--- src/rtl/dense_layer_engine.sv ---
// dense_layer_engine: time-multiplexed fully connected layer (float32) sharing one multiplier and one adder
// across all neurons, with run-time activation (identity, ReLU, leaky ReLU) and register-written weights.
module dense_layer_engine #(
   parameter int N_IN       = 2,
   parameter int N_OUT      = 3,
   parameter int MUL_LAT    = 3,
   parameter int ADD_LAT    = 3,
   parameter int LEAK_SHIFT = 3,
   parameter int AW         = $clog2(N_OUT*(N_IN+1))
)(
   input  logic                clk,
   input  logic                reset,
   input  logic                wr_en,
   input  logic [AW-1:0]       wr_addr,
   input  logic [31:0]         wr_data,
   input  logic                in_valid,
   output logic                in_ready,
   input  logic [32*N_IN-1:0]  in_data,
   input  logic [1:0]          act_mode,
   output logic                out_valid,
   input  logic                out_ready,
   output logic [32*N_OUT-1:0] out_data,
   output logic                busy
);
   localparam int NP = N_OUT*(N_IN+1);
   localparam int IW = N_IN  > 1 ? $clog2(N_IN)  : 1;
   localparam int JW = N_OUT > 1 ? $clog2(N_OUT) : 1;
   typedef enum logic [2:0] {S_IDLE, S_MUL, S_ADD, S_ACT, S_DONE} state_t;

   function automatic logic [31:0] fmul(input logic [31:0] a, input logic [31:0] b);
      logic        s, g, st;
      logic [47:0] p;
      logic [23:0] m;
      logic [24:0] r;
      int          e;
      s = a[31] ^ b[31];
      if (a[30:23] == 8'hff || b[30:23] == 8'hff) begin
         if (a[30:0] > 31'h7f800000 || b[30:0] > 31'h7f800000 || a[30:23] == 8'd0 || b[30:23] == 8'd0)
            return 32'h7fc00000;
         return {s, 8'hff, 23'd0};
      end
      // denormals are flushed to signed zero
      if (a[30:23] == 8'd0 || b[30:23] == 8'd0) return {s, 31'd0};
      p  = {1'b1, a[22:0]} * {1'b1, b[22:0]};
      e  = int'(a[30:23]) + int'(b[30:23]) - 127 + int'(p[47]);
      m  = p[47] ? p[47:24] : p[46:23];
      g  = p[47] ? p[23] : p[22];
      st = p[47] ? |p[22:0] : |p[21:0];
      r  = {1'b0, m} + 25'(g && (st || m[0]));
      if (r[24]) begin
         e++;
         r = r >> 1;
      end
      if (e >= 255) return {s, 8'hff, 23'd0};
      if (e <= 0) return {s, 31'd0};
      return {s, e[7:0], r[22:0]};
   endfunction

   function automatic logic [31:0] fadd(input logic [31:0] a, input logic [31:0] b);
      logic [31:0] x, y;
      logic [7:0]  d;
      logic [49:0] mx, my, sh;
      logic [50:0] sum;
      logic [24:0] r;
      logic        g, st;
      int          e, lz;
      if (a[30:23] == 8'hff) return (b[30:23] == 8'hff && a != b) ? 32'h7fc00000 : a;
      if (b[30:23] == 8'hff) return b;
      if (a[30:23] == 8'd0) return (b[30:23] == 8'd0) ? {a[31] & b[31], 31'd0} : b;
      if (b[30:23] == 8'd0) return a;
      {x, y} = (a[30:0] >= b[30:0]) ? {a, b} : {b, a};
      d  = x[30:23] - y[30:23];
      mx = {1'b1, x[22:0], 26'd0};
      my = {1'b1, y[22:0], 26'd0};
      sh = my >> d;
      if (d > 8'd49) sh = 50'd1;
      else if ((sh << d) != my) sh[0] = 1'b1;
      sum = (x[31] == y[31]) ? {1'b0, mx} + {1'b0, sh} : {1'b0, mx} - {1'b0, sh};
      if (sum == 51'd0) return 32'd0;
      lz = 0;
      for (int k = 0; k < 51; k++) if (sum[k]) lz = 50 - k;
      sum = sum << lz;
      e   = int'(x[30:23]) + 1 - lz;
      g   = sum[26];
      st  = |sum[25:0];
      r   = {2'b01, sum[49:27]} + 25'(g && (st || sum[27]));
      if (r[24]) begin
         e++;
         r = r >> 1;
      end
      if (e >= 255) return {x[31], 8'hff, 23'd0};
      if (e <= 0) return {x[31], 31'd0};
      return {x[31], e[7:0], r[22:0]};
   endfunction

   function automatic logic [31:0] act(input logic [31:0] a, input logic [1:0] m);
      if (m == 2'd1) return a[31] ? 32'd0 : a;
      if (m == 2'd2 && a[31] && a[30:23] != 8'hff)
         return (int'(a[30:23]) <= LEAK_SHIFT) ? 32'd0 : {a[31], a[30:23] - 8'(LEAK_SHIFT), a[22:0]};
      return a;
   endfunction

   state_t      r_state;
   logic [7:0]  r_cnt;
   logic [IW-1:0] r_i;
   logic [JW-1:0] r_j;
   logic [1:0]  r_mode;
   logic [31:0] r_acc, r_prod;
   logic [31:0] r_x   [N_IN];
   logic [31:0] r_prm [NP];
   logic [31:0] r_y   [N_OUT];
   logic        r_in_ready, r_out_valid, r_busy;
   logic [31:0] w_prod, w_sum;

   // FPU operands stay stable for the whole latency window; the counter marks the sample cycle
   assign w_prod    = fmul(r_x[r_i], r_prm[AW'(int'(r_j)*N_IN + int'(r_i))]);
   assign w_sum     = fadd(r_acc, r_prod);
   assign in_ready  = r_in_ready;
   assign out_valid = r_out_valid;
   assign busy      = r_busy;

   genvar g;
   generate
      for (g = 0; g < N_OUT; g++) begin : g_pack
         assign out_data[32*g +: 32] = r_y[g];
      end
   endgenerate

   always_ff @(posedge clk or posedge reset) begin
      if (reset) begin
         for (int k = 0; k < NP; k++) r_prm[k] <= '0;
      end else if (wr_en && !r_busy && int'(wr_addr) < NP) begin
         r_prm[wr_addr] <= wr_data;
      end
   end

   always_ff @(posedge clk or posedge reset) begin
      if (reset) begin
         r_state     <= S_IDLE;
         r_cnt       <= '0;
         r_i         <= '0;
         r_j         <= '0;
         r_mode      <= '0;
         r_acc       <= '0;
         r_prod      <= '0;
         r_in_ready  <= 1'b1;
         r_out_valid <= 1'b0;
         r_busy      <= 1'b0;
         for (int k = 0; k < N_IN; k++) r_x[k] <= '0;
         for (int k = 0; k < N_OUT; k++) r_y[k] <= '0;
      end else begin
         case (r_state)
            S_IDLE: if (in_valid && r_in_ready) begin
               for (int k = 0; k < N_IN; k++) r_x[k] <= in_data[32*k +: 32];
               r_mode     <= act_mode;
               r_i        <= '0;
               r_j        <= '0;
               r_cnt      <= '0;
               r_in_ready <= 1'b0;
               r_busy     <= 1'b1;
               r_state    <= S_MUL;
            end
            S_MUL: if (r_cnt == 8'(MUL_LAT-1)) begin
               r_prod  <= w_prod;
               // bias is read here so a write landing on the capture edge is seen
               if (r_i == '0) r_acc <= r_prm[AW'(N_OUT*N_IN + int'(r_j))];
               r_cnt   <= '0;
               r_state <= S_ADD;
            end else r_cnt <= r_cnt + 8'd1;
            S_ADD: if (r_cnt == 8'(ADD_LAT-1)) begin
               r_acc   <= w_sum;
               r_cnt   <= '0;
               r_i     <= (int'(r_i) == N_IN-1) ? r_i : r_i + IW'(1);
               r_state <= (int'(r_i) == N_IN-1) ? S_ACT : S_MUL;
            end else r_cnt <= r_cnt + 8'd1;
            S_ACT: begin
               r_y[r_j] <= act(r_acc, r_mode);
               r_i      <= '0;
               r_j      <= (int'(r_j) == N_OUT-1) ? r_j : r_j + JW'(1);
               r_state  <= (int'(r_j) == N_OUT-1) ? S_DONE : S_MUL;
            end
            S_DONE: if (!r_out_valid) r_out_valid <= 1'b1;
            else if (out_ready) begin
               r_out_valid <= 1'b0;
               r_busy      <= 1'b0;
               r_in_ready  <= 1'b1;
               r_state     <= S_IDLE;
            end
            default: r_state <= S_IDLE;
         endcase
      end
   end
endmodule

--- config.mk ---
export PLATFORM = sky130hd
export DESIGN_NAME = dense_layer_engine
export DESIGN_NICKNAME = d
export VERILOG_FILES = /design/src/rtl/dense_layer_engine.sv
export SDC_FILE = /design/constraint.sdc
export NUM_CORES = 2
export LEC_CHECK = 0
export ABC_CLOCK_PERIOD_IN_PS = 21200
export BUFFER_PORTS_ARGS = -buffer_cell sky130_fd_sc_hd__buf_2
export CAP_MARGIN = 30
export CORE_UTILIZATION = 35
export CTS_CLUSTER_SIZE = 10
export DETAILED_ROUTE_END_ITERATION = 10
export SYNTH_ARGS = -nofsm -noshare
export SYNTH_HDL_FRONTEND = slang
export SYNTH_SLANG_ARGS = --single-unit
--- constraint.sdc ---
create_clock -name clk -period 21.2 [get_ports clk]
set_input_delay 2.12 -clock clk [delete_from_list [all_inputs] [get_ports clk]]
set_output_delay 2.12 -clock clk [all_outputs]
set_load 0.01 [all_outputs]
After elaboration in Yosys (flattened, before gate mapping) --
Index checks and enable logic that the tools add are counted.
Operators by class: add/subtract/negate cells 18, multiply operators 1, $lt $le $gt $ge 17, equal/unequal tests 23, shift operators 3, mux-type cells 210, bitwise logic cells 7, reductions and logical operators 41
Operator list (count):
- 32-bit 2-to-1 mux | 111
- 288-bit bitwise mux | 1
- 32-bit binary-select mux with 4-bit select | 2
- 49-bit 2-to-1 mux | 5
- 32-bit demux with 4-bit select | 1
- 96-bit bitwise mux | 1
- 32-bit demux with 2-bit select | 1
- 32-bit by 9-bit greater-or-equal comparator with 1-bit output, second input constant | 2
- 32-bit by 1-bit <= comparator with 1-bit output, second input constant | 2
- 64-bit 2-to-1 mux | 1
- 32-bit one-hot mux with 2 select lines | 1
- 1-bit 2-to-1 mux | 63
- 31-bit greater-than comparator, second input constant | 2
- 50-bit by 50-bit adder with 51-bit output | 1
- 51-bit zero test | 1
- 51-bit 2-to-1 mux | 1
- 51-bit by 32-bit left shift with 50-bit output | 1
- 50-bit by 50-bit subtractor with 51-bit output | 1
- 24-bit by 1-bit adder with 25-bit output | 2
- 50-bit inequality test | 1
- 50-bit by 8-bit left shift with 50-bit output | 1
- 50-bit by 8-bit >> shifter with 50-bit output | 1
- 24-bit by 24-bit multiplier with 48-bit output | 1
- 23-bit 2-to-1 mux | 2
- 67 further kinds | 114
Word-level totals: flip-flop bits (word level) 531, logic and storage cells 344

Longest topological paths before layout --
word-level depth 103, depth in mapped cells 80, gate-level depth less buffers 66

Worst setup path before layout --
OpenSTA, ideal clock, no wires.
path kind flip-flop to flip-flop, from register r_i, to register r_prod[19], setup time 83 ps, arrival 15827 ps, required time 21117 ps, slack 5291 ps, cell stages (with the launch flop) 61, buffers on the path 11, period minus slack after synthesis 15909 ps, path through dfrtp_1 > clkbuf_1 > clkbuf_1 > clkbuf_1 > clkbuf_1 > clkbuf_1 > buf_1 > buf_1 > mux2i_1 > clkbuf_1 > nor2_1 > fa_1 > inv_1 > fa_1 > inv_1 > fa_1 > ha_1 > fa_1 > [25 not listed] > buf_1 > clkbuf_1 > nand2_1 > a21boi_0 > ha_1 > nand2_1 > nor3_1 > nand4_1 > nor3_1 > nand4_1 > nor3_1 > nand2_1 > xnor2_1 > o41ai_1 > or4_1 > or2_2 > clkbuf_1 > o22ai_1
On the way: cells in the longest elaborated chain, start to end 23
RTL lines:
- from (decl) | RTL line 105 | logic [IW-1:0] r_i;
- from (signal assigned) | RTL line 173 | r_i <= (int'(r_i) == N_IN-1) ? r_i : r_i + IW'(1);
- 3-bit by 1-bit adder with 4-bit output | RTL line 116 | assign w_prod = fmul(r_x[r_i], r_prm[AW'(int'(r_j)*N_IN + int'(r_i))]);
- 4-bit inverter (implied by the code) | RTL line 116
- 32-bit binary-select mux with 4-bit select | RTL line 116
- 32-bit 2-to-1 mux (implied by the code) (2 in series) | RTL line 116
- 24-bit by 24-bit multiplier with 48-bit output | RTL line 44 | p = {1'b1, a[22:0]} * {1'b1, b[22:0]};
- 23-bit OR reduction or 22-bit OR reduction (tied branches) | RTL line 48 | st = p[47] ? |p[22:0] : |p[21:0];
- 1-bit 2-to-1 mux | RTL line 48
- 1-bit logical OR | RTL line 49 | r = {1'b0, m} + 25'(g && (st || m[0]));
- [5 not listed]
- 32-bit by 1-bit <= comparator with 1-bit output | RTL line 55 | if (e <= 0) return {s, 31'd0};
- 1-bit 2-to-1 mux (2 in series) | RTL line 55
- 1-bit 2-to-1 mux | RTL line 44
- 1-bit 2-to-1 mux | RTL line 43 | if (a[30:23] == 8'd0 || b[30:23] == 8'd0) return {s, 31'd0};
- 32-bit 2-to-1 mux | RTL line 56 | return {s, e[7:0], r[22:0]};
- 32-bit 2-to-1 mux | RTL line 55
- 32-bit 2-to-1 mux | RTL line 44
- 32-bit 2-to-1 mux * | RTL line 43
- to (signal assigned) | RTL line 164 | r_prod <= w_prod;
- to (decl) | RTL line 108 | logic [31:0] r_acc, r_prod;
Mark *: on every way between the ends. The rest lies on a longest branch, timed or not. The select of a mux whose other input is x is not followed. A chain may end at the register's enable or synchronous reset.

Worst setup path in the final report --
from register r_prod[23], to register r_acc[0]
On the way: cells in the longest elaborated chain, start to end 98
RTL lines:
- 31-bit greater-or-equal comparator | RTL line 71 | {x, y} = (a[30:0] >= b[30:0]) ? {a, b} : {b, a};
- 64-bit 2-to-1 mux | RTL line 71
- 8-bit subtractor | RTL line 72 | d = x[30:23] - y[30:23];
- 50-bit by 8-bit >> shifter with 50-bit output | RTL line 75 | sh = my >> d;
- 50-bit by 8-bit left shift with 50-bit output | RTL line 77 | else if ((sh << d) != my) sh[0] = 1'b1;
- 50-bit inequality test | RTL line 77
- 1-bit 2-to-1 mux | RTL line 77
- 1-bit 2-to-1 mux | RTL line 76 | if (d > 8'd49) sh = 50'd1;
- [82 not listed]
- 32-bit 2-to-1 mux | RTL line 92 | if (e <= 0) return {x[31], 31'd0};
- 32-bit 2-to-1 mux | RTL line 80 | lz = 0;
- 32-bit 2-to-1 mux | RTL line 71
- 32-bit 2-to-1 mux | RTL line 70 | if (b[30:23] == 8'd0) return a;
- 32-bit 2-to-1 mux | RTL line 69 | if (a[30:23] == 8'd0) return (b[30:23] == 8'd0) ? {a[31] & b[31], 31'd0} : b;
- 32-bit 2-to-1 mux * | RTL line 68 | if (b[30:23] == 8'hff) return b;
- 32-bit 2-to-1 mux * | RTL line 170 | S_ADD: if (r_cnt == 8'(ADD_LAT-1)) begin
- 32-bit one-hot mux with 2 select lines * | RTL line 152 | case (r_state)
- to (signal assigned) | RTL line 166 | if (r_i == '0) r_acc <= r_prm[AW'(N_OUT*N_IN + int'(r_j))];
- to (signal assigned) | RTL line 171 | r_acc <= w_sum;
- to (decl) | RTL line 108
Marks and branches as above.

==> summary.md <==
| Metric | Value |
|---|---|
| Critical path capture point type | `flop` |
| Post-Syn Instances | `7563` |
| Clock sinks | `531` |
| Synth Register Bits | `531` |
| Vias | `62400` |
| F_max | `54.7 MHz` |
| Cells on worst reg2reg path | `58` |
| GR Overflow Total | `0` |
| HPWL after DPL | `219000 µm` |
| RSZ-0062 raised after global routing | `no` |
| Clk_lat worst skew | `0.72 ns` |
| Detail Route Antenna Nets | `0` |
| Post-synth EDFFs | `0` |
| WL final | `284000 µm` |
| Max Cap Violations | `0` |
| Non-filler cells, final | `10100` |
| Sequential fraction of the synthesis area | `20.6%` |
| Cells after DPL | `10000` |
| Worst Hold Launch | `out_data[92]$_DFFE_PP0P_` |
| FILL cells | `18800` |
| Hold WS | `0.475 ns` |
| Die height | `431 µm` |
| Largest net degree at the start of global routing | `182` |
| Synth-to-layout area growth | `9.52%` |
| Drt drc | `0` |
| Final Hold Fails | `0` |
| Critical path class | `flop to flop` |
| Critical path's largest stage delay | `0.97 ns` |
| Global Route Usage Sum | `29.9%` |
| Fin nets | `8498` |
| Root Buffer | `clkbuf_16` |
| Worst Hold End | `out_data[92]$_DFFE_PP0P_` |
| PostCTS Resize Cnt | `0` |
| Vias/cell | `6.17` |
| Syn_nets | `8445` |
| Vias in the first global route | `61800` |
| Top-level port count | `206` |
| Register clock-pin slew on the reported worst setup and hold paths | `0.06 ns` |
| Layout cells sized above 1 | `15.4%` |
| WL per Instance | `28.1 µm` |
| Detailed Routing Iterations Pass 1 | `7` |
| First DRT Iteration DRCs | `7071` |
| Die ar. | `186000 µm²` |
| Synthesized area per cell | `8.53 µm²` |
| CORE AREA | `183000 µm²` |
| Port-buffer cells | `205` |
| Initial antenna violation count | `15` |
| Worst reg-to-reg setup slack | `2.92 ns` |
| Final setup viols | `0` |
| Std-Cell Rows | `157` |
| Hold Path Cell Cnt | `2` |
| Design area | `70700 µm²` |
| Worst min path class | `flop to flop` |
| Ys async rst share | `100%` |
| Reg-to-reg endpoint | `r_acc[0]$_DFFE_PP0P_` |
| Fin crit share | `86.2%` |
| Startpoint class of the critical path | `flop` |
| Yosys warns | `0` |
| CTS tree | `built` |
| Clock Skew | `0.0936 ns` |
| Min cycle time layout | `18.28 ns` |
| Top_reg_cell synth | `dfrtp_1` |
| Reg2reg start | `r_prod[23]$_DFFE_PP0P_` |
| Die Wd | `431 µm` |
| RePlAce Congestion | `1.03` |
| First-pass GRT wire length | `420000 µm` |
| Crit path arrival time | `18.91 ns` |
| Initial Util | `35.3%` |
| Synth unique cells | `133` |
| CP dominant cell by count | `buf_4` |
| Hold_buf cts | `0` |
| Post-CTS Setup Repair Bufs | `0` |
| Slowest stage cell, crit path | `o31ai_1` |
| Sum of negative setup slack | `0 ns` |
| CTS H-tree depth | `2` |
| Rel. slew slack | `23.4%` |
| TritonCTS buffer count | `61` |
| Final Max Tran Viols | `0` |
| Worst Max-Slew Pin Slew | `1.14 ns` |
| Clock Tree Buf Depth | `3` |
| Outcome | `finished, final reports clean` |
| Synthesized area | `64500 µm²` |
| Cell Area, Placed | `68900 µm²` |
| CP max FO | `86` |
| Critical Path RT | `21.83 ns` |
-- per-stage QoR --
stage                     utilization (%)  setup slack, ns
after floorplan                         -             4.24
after global placement               37.4             3.11
after detailed placement             37.6             3.38
after CTS                            38.6             3.34
after global routing                 38.6             2.11
final                                38.6             2.92
-- cells in the mapped netlist, types with 48 or more instances --
master	number	area (µm²)
ha_1	290	3630
and3_1	56	350
o21bai_1	49	368
buf_2	70	350
a211oi_1	64	480
o22ai_1	81	507
nand2_1	989	3710
clkbuf_1	272	1020
inv_1	655	2460
nand3_1	213	1070
xor2_1	57	499
fa_1	485	9710
nand2b_1	52	325
nor2_1	557	2090
o21ai_0	416	2080
and2_1	58	363
nand4_1	74	463
a21oi_1	382	1910
o31ai_1	49	368
mux2_2	390	4390
nor3_1	195	976
nor4_1	62	388
mux4_2	79	1780
a21o_1	60	450
o211ai_1	73	548
xnor2_1	135	1180
buf_4	48	360
mux2i_1	153	1530
dfrtp_1	530	13300
buf_1	71	267
a31oi_1	78	488
-- critical path, delay by kind of cell, from the launching register on --
kind            cells  cell delay, ns
compound gates     17            5.82
xor+xnor            3            0.72
fa+ha+maj           4            1.59
buf+inv            10            2.72
flops               1            0.43
mux                 2            1.06
simple gates       22            5.79
-- how the worst max path moves through the flow --
stage	startpoint	to	slack [ns]	cells after the start
global placement	r_prod[23]$_DFFE_PP0P_	r_acc[10]$_DFFE_PP0P_	3.11	56
detailed placement	r_acc[23]$_DFFE_PP0P_	r_acc[7]$_DFFE_PP0P_	3.38	55
CTS	r_prod[23]$_DFFE_PP0P_	r_acc[7]$_DFFE_PP0P_	3.34	56
finish	r_prod[23]$_DFFE_PP0P_	r_acc[0]$_DFFE_PP0P_	2.92	58
floorplan	reset	busy$_DFFE_PP0P_	4.24	1
global route	r_prod[23]$_DFFE_PP0P_	r_acc[7]$_DFFE_PP0P_	2.11	57
-- kinds of logic (layout without fill, tap and decap cells) --
logic type | after synthesis | count (layout) | synth area share [%]
xor gates and xnor gates | 193 | 193 | 2.63
AOI/OAI and AO/OA | 1849 | 1849 | 19.5
and+or+nand+nor | 2453 | 2453 | 17.5
muxes | 623 | 623 | 12.0
adders and majority gates | 775 | 775 | 20.7
buffers and inverters | 1139 | 1216 | 7.10
other | 0 | 7 | 0
DFF | 531 | 531 | 20.6
-- flip-flops by register name, indices dropped and copies added, names as in the netlist, 2 cells and up --
register  flops
r_prod       32
r_state       3
r_x          64
r_cnt         8
out_data     96
r_mode        2
r_prm       288
r_acc        32
r_j           2
-- layout by cell type (no fill, tap or decap), drive strengths merged, types with 33 or more instances in the layout --
master / synthesis / routed
and2: 58 / 58
buf: 193 / 455
a2111oi: 37 / 37
mux4: 79 / 79
fa: 485 / 485
and3: 56 / 56
nand2: 993 / 993
nand2b: 52 / 52
nor3: 202 / 202
xnor2: 135 / 135
inv: 660 / 661
mux2i: 153 / 153
a21o: 60 / 60
o211ai: 74 / 74
or3: 40 / 40
o22ai: 82 / 82
dfrtp: 530 / 530
o31ai: 51 / 51
nand4: 76 / 76
or2: 33 / 33
nand3: 216 / 216
a22oi: 42 / 42
xor2: 58 / 58
nor4: 68 / 68
clkbuf: 274 / 81
nor2: 560 / 560
o221ai: 36 / 36
a31oi: 79 / 79
a211oi: 67 / 67
o21bai: 49 / 49
mux2: 391 / 391
ha: 290 / 290
a21oi: 387 / 387
o21ai: 449 / 449
-- metal layers --
layer / vias to the layer above / GRT usage, % / part of all wire (%)
met1: 31200 / 38.8 / 40
met4: 18 / 15.9 / 6.3
met3: 811 / 5.16 / 8.4
met5: - / 0 / 0.039
li1: 27000 / - / -
met2: 3369 / 47.5 / 45
-- final cells by class --
cell class                      count  area [µm²]  share of cell area [%]
Multi-Input combinational cell   5893       46900                    66.3
Clock inverter                      8         116                   0.165
Antenna cell                        7        17.5                  0.0248
Clock buffer                       79        1600                    2.27
Timing Repair Buffer              457        3140                    4.44
Tap cell                         2464        3080                    4.36
Sequential cell                   531       13300                    18.8
Inverter                          672        2530                    3.58
Power is left out: the tool's default activity adds up to more than one toggle a clock period on the data nets, which glitch-free logic cannot reach.
